===== config.mk =====
export PLATFORM = sky130hd
export DESIGN_NAME = spi_reg_decoder
export DESIGN_NICKNAME = d
export VERILOG_FILES = /design/src/rtl/spi_reg_pkg.sv /design/src/rtl/spi_rdy_sync.sv /design/src/rtl/spi_reg_decoder.sv
export SDC_FILE = /design/constraint.sdc
export NUM_CORES = 1
export LEC_CHECK = 0
export CAP_MARGIN = 20
export CORE_MARGIN = 10
export CORE_UTILIZATION = 53
export CTS_BUF_LIST = sky130_fd_sc_hd__clkbuf_4
export DETAILED_ROUTE_END_ITERATION = 10
export GPL_ROUTABILITY_DRIVEN = 0
export GPL_TIMING_DRIVEN = 0
export PLACE_DENSITY = 0.95
export RECOVER_POWER = 25
export SKIP_CTS_REPAIR_TIMING = 1
export SYNTH_ARGS = -nofsm -noshare
export SYNTH_HDL_FRONTEND = slang
export SYNTH_SLANG_ARGS = --single-unit

===== constraint.sdc =====
create_clock -name i_clk -period 3 [get_ports i_clk]
set_clock_uncertainty 0.15 [all_clocks]
set_input_delay 0.6 -clock i_clk [delete_from_list [all_inputs] [get_ports i_clk]]
set_output_delay 0.6 -clock i_clk [all_outputs]
set_load 0.03 [all_outputs]

===== src/rtl/spi_reg_pkg.sv =====
// Shared encodings for the SPI register decoder: FSM state codes and command-byte bit positions.
package spi_reg_pkg;

    typedef enum logic [1:0] {
        ST_IDLE  = 2'd0,
        ST_DATA  = 2'd1,
        ST_CHECK = 2'd2,
        ST_SKIP  = 2'd3
    } state_t;

    localparam int CMD_WR_BIT  = 7;
    localparam int CMD_RSV_BIT = 6;

endpackage


===== src/rtl/spi_rdy_sync.sv =====
// Two-flop synchroniser for a slow asynchronous flag. With EDGE=1 the output is a
// one-cycle pulse on a rising edge of the synchronised value; with EDGE=0 it is the level.
module spi_rdy_sync #(
    parameter bit EDGE = 1'b1
) (
    input  logic i_clk,
    input  logic i_reset,
    input  logic i_async,
    output logic o_out
);

    logic r_meta;
    logic r_sync;
    logic r_prev;

    // Metastability filter followed by a delay flop for edge detection
    always_ff @(posedge i_clk or posedge i_reset) begin
        if (i_reset) begin
            r_meta <= 1'b0;
            r_sync <= 1'b0;
            r_prev <= 1'b0;
        end else begin
            r_meta <= i_async;
            r_sync <= r_meta;
            r_prev <= r_sync;
        end
    end

    assign o_out = EDGE ? (r_sync & ~r_prev) : r_sync;

endmodule


===== src/rtl/spi_reg_decoder.sv =====
// SPI command decoder: turns byte frames (command byte + write data) from the SPI byte
// receiver into writes on a bank of NREGS registers.
// Optional feature macro SPI_REG_CHECKSUM_EN: every data byte must be followed by a check
// byte equal to data ^ command; mismatches are rejected and the frame is skipped.
module spi_reg_decoder
    import spi_reg_pkg::*;
#(
    parameter int DATAWIDTH = 8,
    parameter int NREGS     = 4,
    parameter int ADDRW     = $clog2(NREGS)
) (
    input  logic                       i_clk,
    input  logic                       i_reset,
    input  logic [DATAWIDTH-1:0]       i_spi_data,
    input  logic                       i_spi_data_rdy,
    input  logic                       i_spi_nsel,
    output logic [NREGS*DATAWIDTH-1:0] o_reg_out,
    output logic                       o_wr_strobe,
    output logic [ADDRW-1:0]           o_wr_addr,
    output logic                       o_frame_err
);

    localparam logic [ADDRW-1:0] ADDR_LAST = ADDRW'(NREGS - 1);

    logic                 w_byte_ev;
    logic                 w_nsel_s;
    logic [ADDRW-1:0]     w_cmd_addr;
    logic                 w_cmd_bad;

    state_t                              r_state;
    logic [ADDRW-1:0]                    r_addr;
    logic [NREGS-1:0][DATAWIDTH-1:0]     r_bank;
    logic                                r_wr_strobe;
    logic [ADDRW-1:0]                    r_wr_addr;
    logic                                r_frame_err;
`ifdef SPI_REG_CHECKSUM_EN
    logic [DATAWIDTH-1:0]                r_cmd;
    logic [DATAWIDTH-1:0]                r_stage;
`endif

    spi_rdy_sync #(.EDGE(1'b1)) u_rdy_sync (
        .i_clk   (i_clk),
        .i_reset (i_reset),
        .i_async (i_spi_data_rdy),
        .o_out   (w_byte_ev)
    );

    spi_rdy_sync #(.EDGE(1'b0)) u_nsel_sync (
        .i_clk   (i_clk),
        .i_reset (i_reset),
        .i_async (i_spi_nsel),
        .o_out   (w_nsel_s)
    );

    // Start address lives in the low command bits; out-of-range only possible for non-power-of-2 NREGS
    assign w_cmd_addr = i_spi_data[ADDRW-1:0];
    assign w_cmd_bad  = i_spi_data[CMD_RSV_BIT] || (32'(w_cmd_addr) >= 32'(NREGS));

    // Frame parser, address counter and register bank; chip-select release wins over a byte
    always_ff @(posedge i_clk or posedge i_reset) begin
        if (i_reset) begin
            r_state     <= ST_IDLE;
            r_addr      <= '0;
            r_bank      <= '0;
            r_wr_strobe <= 1'b0;
            r_wr_addr   <= '0;
            r_frame_err <= 1'b0;
`ifdef SPI_REG_CHECKSUM_EN
            r_cmd       <= '0;
            r_stage     <= '0;
`endif
        end else begin
            r_wr_strobe <= 1'b0;
            r_frame_err <= 1'b0;
            if (w_nsel_s) begin
                r_state <= ST_IDLE;
            end else if (w_byte_ev) begin
                case (r_state)
                    ST_IDLE: begin
                        // bit7 clear is a NOP command: stay idle, no error
                        if (i_spi_data[CMD_WR_BIT]) begin
                            if (w_cmd_bad) begin
                                r_state     <= ST_SKIP;
                                r_frame_err <= 1'b1;
                            end else begin
                                r_state <= ST_DATA;
                                r_addr  <= w_cmd_addr;
`ifdef SPI_REG_CHECKSUM_EN
                                r_cmd   <= i_spi_data;
`endif
                            end
                        end
                    end
                    ST_DATA: begin
`ifdef SPI_REG_CHECKSUM_EN
                        r_stage <= i_spi_data;
                        r_state <= ST_CHECK;
`else
                        r_bank[r_addr] <= i_spi_data;
                        r_wr_strobe    <= 1'b1;
                        r_wr_addr      <= r_addr;
                        r_addr         <= (r_addr == ADDR_LAST) ? '0 : r_addr + 1'b1;
`endif
                    end
                    ST_CHECK: begin
`ifdef SPI_REG_CHECKSUM_EN
                        if (i_spi_data == (r_stage ^ r_cmd)) begin
                            r_bank[r_addr] <= r_stage;
                            r_wr_strobe    <= 1'b1;
                            r_wr_addr      <= r_addr;
                            r_addr         <= (r_addr == ADDR_LAST) ? '0 : r_addr + 1'b1;
                            r_state        <= ST_DATA;
                        end else begin
                            r_frame_err <= 1'b1;
                            r_state     <= ST_SKIP;
                        end
`else
                        r_state <= ST_IDLE;
`endif
                    end
                    default: begin
                        // SKIP: discard bytes until chip select is released
                        r_state <= ST_SKIP;
                    end
                endcase
            end
        end
    end

    assign o_reg_out   = r_bank;
    assign o_wr_strobe = r_wr_strobe;
    assign o_wr_addr   = r_wr_addr;
    assign o_frame_err = r_frame_err;

endmodule


==> summary by stage <==
Status
The flow ran to the end, but the final reports show violations. The checks that failed: max-capacitance violations, max-slew violations.

Timing
Based on the critical path, the design can be clocked at up to 441 MHz. The clock period minus worst slack is 2270 ps. The max-slew violation count is 46.

The final count of negative-setup-slack endpoints is 0. The number of hold-slack violations in the final timing report is 0. In the final timing run, aggregate negative setup slack is 0 ps. Setup repair after global routing left no endpoint under its margin. The pin slew with the least headroom to its limit is 1630 ps.

The worst slew margin relative to its limit is -8.55%. The final period utilization is 75.6%.

Logic synthesis
The cell area after synthesis is 1760 um^2. The share of synthesized flip-flops with an asynchronous set or reset is 100%. Counting every instance in the synthesized netlist gives 109. After synthesis, the largest area contributor takes up 64.0% of total cell area. The number of warning messages in the yosys log is 0. After synthesis, the most frequently instantiated cells are 45 x sky130_fd_sc_hd__dfrtp_1, 32 x sky130_fd_sc_hd__mux2_2. In the post-synthesis netlist, the cell with the most instances is sky130_fd_sc_hd__dfrtp_1. The most used flip-flop cell after synthesis is sky130_fd_sc_hd__dfrtp_1. The number of synthesized register bits is 45. Counting flops with a built-in enable in the synthesized netlist gives 0. The post-synthesis cell type count is 18. The average instance in the mapped netlist occupies 16.2 um^2. Yosys attributes the largest share of cell area to sky130_fd_sc_hd__dfrtp_1 64%, sky130_fd_sc_hd__mux2_2 20%, sky130_fd_sc_hd__ha_1 2.8%. The top cell type by total area after synthesis is sky130_fd_sc_hd__dfrtp_1. The number of nets handed over by synthesis was 125. Summing the sequential cell areas from Yosys gives 64.0% of the chip area.

Global route
Summed over all layers, the global routing overflow is 0. The global-route wire length before repair is 6.29 mm. Entering global routing, the biggest net connects 46 pins. The via count of the first global-routing pass came to 1,129. The total routing resource utilization after global routing is 13.6%. The number of antenna violations at the first check in global routing is 0.

Floorplanning
The height of the die is 77.6 um. The core region is 3130 um^2. The initialized floorplan defines 20 standard-cell rows. The horizontal die dimension is 77.6 um.

The initial utilization of the core area, before any placement, comes to 56.3%. The full die area is 6030 um^2. The boundary pin count is 48.

CTS
The register clock-pin slew on the reported worst setup and hold paths is 120 ps. CTS built an H-tree with a depth of 2. The root buffer cell is sky130_fd_sc_hd__clkbuf_4. The maximum number of buffers from clock root to sink is 2. The number of clock buffers added by TritonCTS is 5. The clock drives 45 sinks.

The later pin in the worst-skew pair is clocked with a latency of 360 ps. TritonCTS built the clock tree.

Pwr
Per report_power, the combinational group accounts for 24.3% of the total. The proportion of total power due to net switching is 29.3%. The total power draw is 1.42 mW. Of the total power, registers draw 49.8%. The clock network is responsible for 25.8% of the overall power. The internal portion of the total power is 1.01 mW. The largest voltage drop on the vdd net is 0.448 mV. For this design the static power due to leakage is 1.02 nW. Summed over all nets, the switching power comes to 0.418 mW. The power per unit of standard cell area is 603 nW/um^2.

Cells and area
The signed area change from the synthesized netlist to the final layout is 34.3%. The fraction of final layout cells with drive strength greater than 1 is 29.3%. Once layout is complete, the utilization of the core stands at 75.6%. The total inserted antenna cells is 0. The number of standard cells in the final layout excluding fillers is 208. For this run, the post-layout net count is 179. The final design area excluding fillers is 2360 um^2.

Detailed routing
The number of vias after detailed routing is 1,052. The detailed router used layers up to and including met4. The average via count per standard cell is 5.06. After detailed routing, the total wire length is 3.91 mm. The number of nets with antenna violations after detailed routing is 0. The number of iterations in the first detailed-routing pass is 3.

The length of routed met2 wiring is 2.22 mm. The remaining design rule violation count is 0. The met3 wire length is 215 um. For this block, wires on met1 add up to 1.40 mm. After the first detailed-routing iteration, the DRC count stood at 37.

The detailed-route wire length per cell is 18.8 um.

Setup path
The cell family with the largest share of critical-path delay is buffers and inverters. The worst endpoint data arrival time is 2310 ps. The number of buffers and inverters on the critical path is 2. The delay of the slowest cell on the worst path is 1170 ps. The worst setup path is captured at an async pin. The critical setup path kind is input pin to async pin. STA classifies the critical path startpoint as an input pin. The critical path goes through dlygate4sd3_1 > inv_1. The worst path required time is 3040 ps. The maximum net fanout on the critical path is 45.

The standard cell with the maximum stage delay on the critical path is sky130_fd_sc_hd__inv_1.

Placed design
The count of port buffers added during placement is 47. Including well taps, the total number of placed cells is 200. The post-DP HPWL is 2.98 mm.

The placed instances occupy a cell area of 2290 um^2.

Hold path
The class of the tightest hold or removal check is flop to flop.

Flow run
Max-cap violations in this run came to 1.
worst paths after layout:
check | startpoint | endpoint | slack [ps] | cells after the start
setup / recovery | i_reset | o_reg_out[0]$_DFFE_PP0P_ | 730 | 2
max in group i_clk | o_reg_out[10]$_DFFE_PP0P_ | o_reg_out[10] | 780 | 1
hold / removal | u_rdy_sync.r_meta$_DFF_PP0_ | u_rdy_sync.r_sync$_DFF_PP0_ | 210 | 0
hold reg to reg | u_rdy_sync.r_meta$_DFF_PP0_ | u_rdy_sync.r_sync$_DFF_PP0_ | 210 | 0
min in group asynchronous | i_reset | o_reg_out[23]$_DFFE_PP0P_ | 1030 | 2
setup reg to reg | r_state[1]$_DFFE_PP0P_ | o_reg_out[19]$_DFFE_PP0P_ | 1060 | 3
layout by cell type, fill, tap and decap left out:
master	netlist	layout
sky130_fd_sc_hd__dfrtp_1	45	45
sky130_fd_sc_hd__clkdlybuf4s50_1	0	43
sky130_fd_sc_hd__mux2_2	32	32
sky130_fd_sc_hd__clkbuf_4	0	6
sky130_fd_sc_hd__nand3_2	4	4
sky130_fd_sc_hd__mux2i_1	4	4
sky130_fd_sc_hd__nor2_1	4	4
sky130_fd_sc_hd__ha_1	4	4
sky130_fd_sc_hd__dlygate4sd3_1	0	4
sky130_fd_sc_hd__inv_1	3	3
sky130_fd_sc_hd__mux2_1	2	2
sky130_fd_sc_hd__o21ai_0	2	2
sky130_fd_sc_hd__buf_4	1	1
sky130_fd_sc_hd__nor4b_4	1	1
sky130_fd_sc_hd__and2_2	1	1
sky130_fd_sc_hd__and2b_2	1	1
sky130_fd_sc_hd__nor2b_1	1	1
sky130_fd_sc_hd__nand2b_1	1	1
sky130_fd_sc_hd__and4bb_2	1	1
sky130_fd_sc_hd__nand3b_1	1	1
sky130_fd_sc_hd__a21oi_1	1	1
sky130_fd_sc_hd__bufinv_16	0	1
sky130_fd_sc_hd__clkinv_1	0	1
routing by layer:
metal	up-vias	global-route usage, %
li1	489	-
met4	0	6.02
met2	25	24.6
met1	530	13.4
met3	8	5.41
met5	-	0
sequential cells by signal, indices dropped and copies added (netlist names):
| signal | flops |
|---|---|
| u_nsel_sync.o_out | 1 |
| u_rdy_sync.r_meta | 1 |
| r_addr | 2 |
| r_state | 2 |
| u_rdy_sync.r_prev | 1 |
| o_reg_out | 32 |
| u_nsel_sync.r_meta | 1 |
| o_wr_addr | 2 |
| o_wr_strobe | 1 |
| u_rdy_sync.r_sync | 1 |
| o_frame_err | 1 |
layout make-up:
cell class                      count  area, um^2
Timing Repair Buffer               47         470
Multi-Input combinational cell     60         616
Buffer                              1        7.51
Clock inverter                      2        33.8
Tap cell                           44        55.1
Sequential cell                    45        1130
Inverter                            3        11.3
Fill cell                         202         763
Clock buffer                        6        45.0
power by group through the flow:
| stage | combinational (mW) | sequential (mW) | clock, mW |
|---|---|---|---|
| after floorplan | 0.0976 | 0.818 | 0 |
| after global placement | 0.340 | 0.716 | 0 |
| after detailed placement | 0.351 | 0.723 | 0 |
| after CTS | 0.353 | 0.711 | 0.376 |
| after global routing | 0.369 | 0.718 | 0.404 |
| final | 0.347 | 0.710 | 0.368 |
stage by stage:
step,worst slack [ps],hold WS (ps)
global placement,467,182
finish,733,206
detailed placement,913,186
global route,408,205
floorplan,1190,181
CTS,750,203
kinds of logic (layout without fill, tap and decap cells):
family / count (synthesis) / after routing / share of synthesized area (%)
AOI/OAI and AO/OA: 3 / 3 / 0.853
adders and majority gates: 4 / 4 / 2.84
DFF: 45 / 45 / 64.0
and+or+nand+nor: 15 / 15 / 7.25
buffers and inverters: 4 / 59 / 1.07
muxes: 38 / 38 / 24.0
Note: power is estimated with default switching activity, not from simulation.
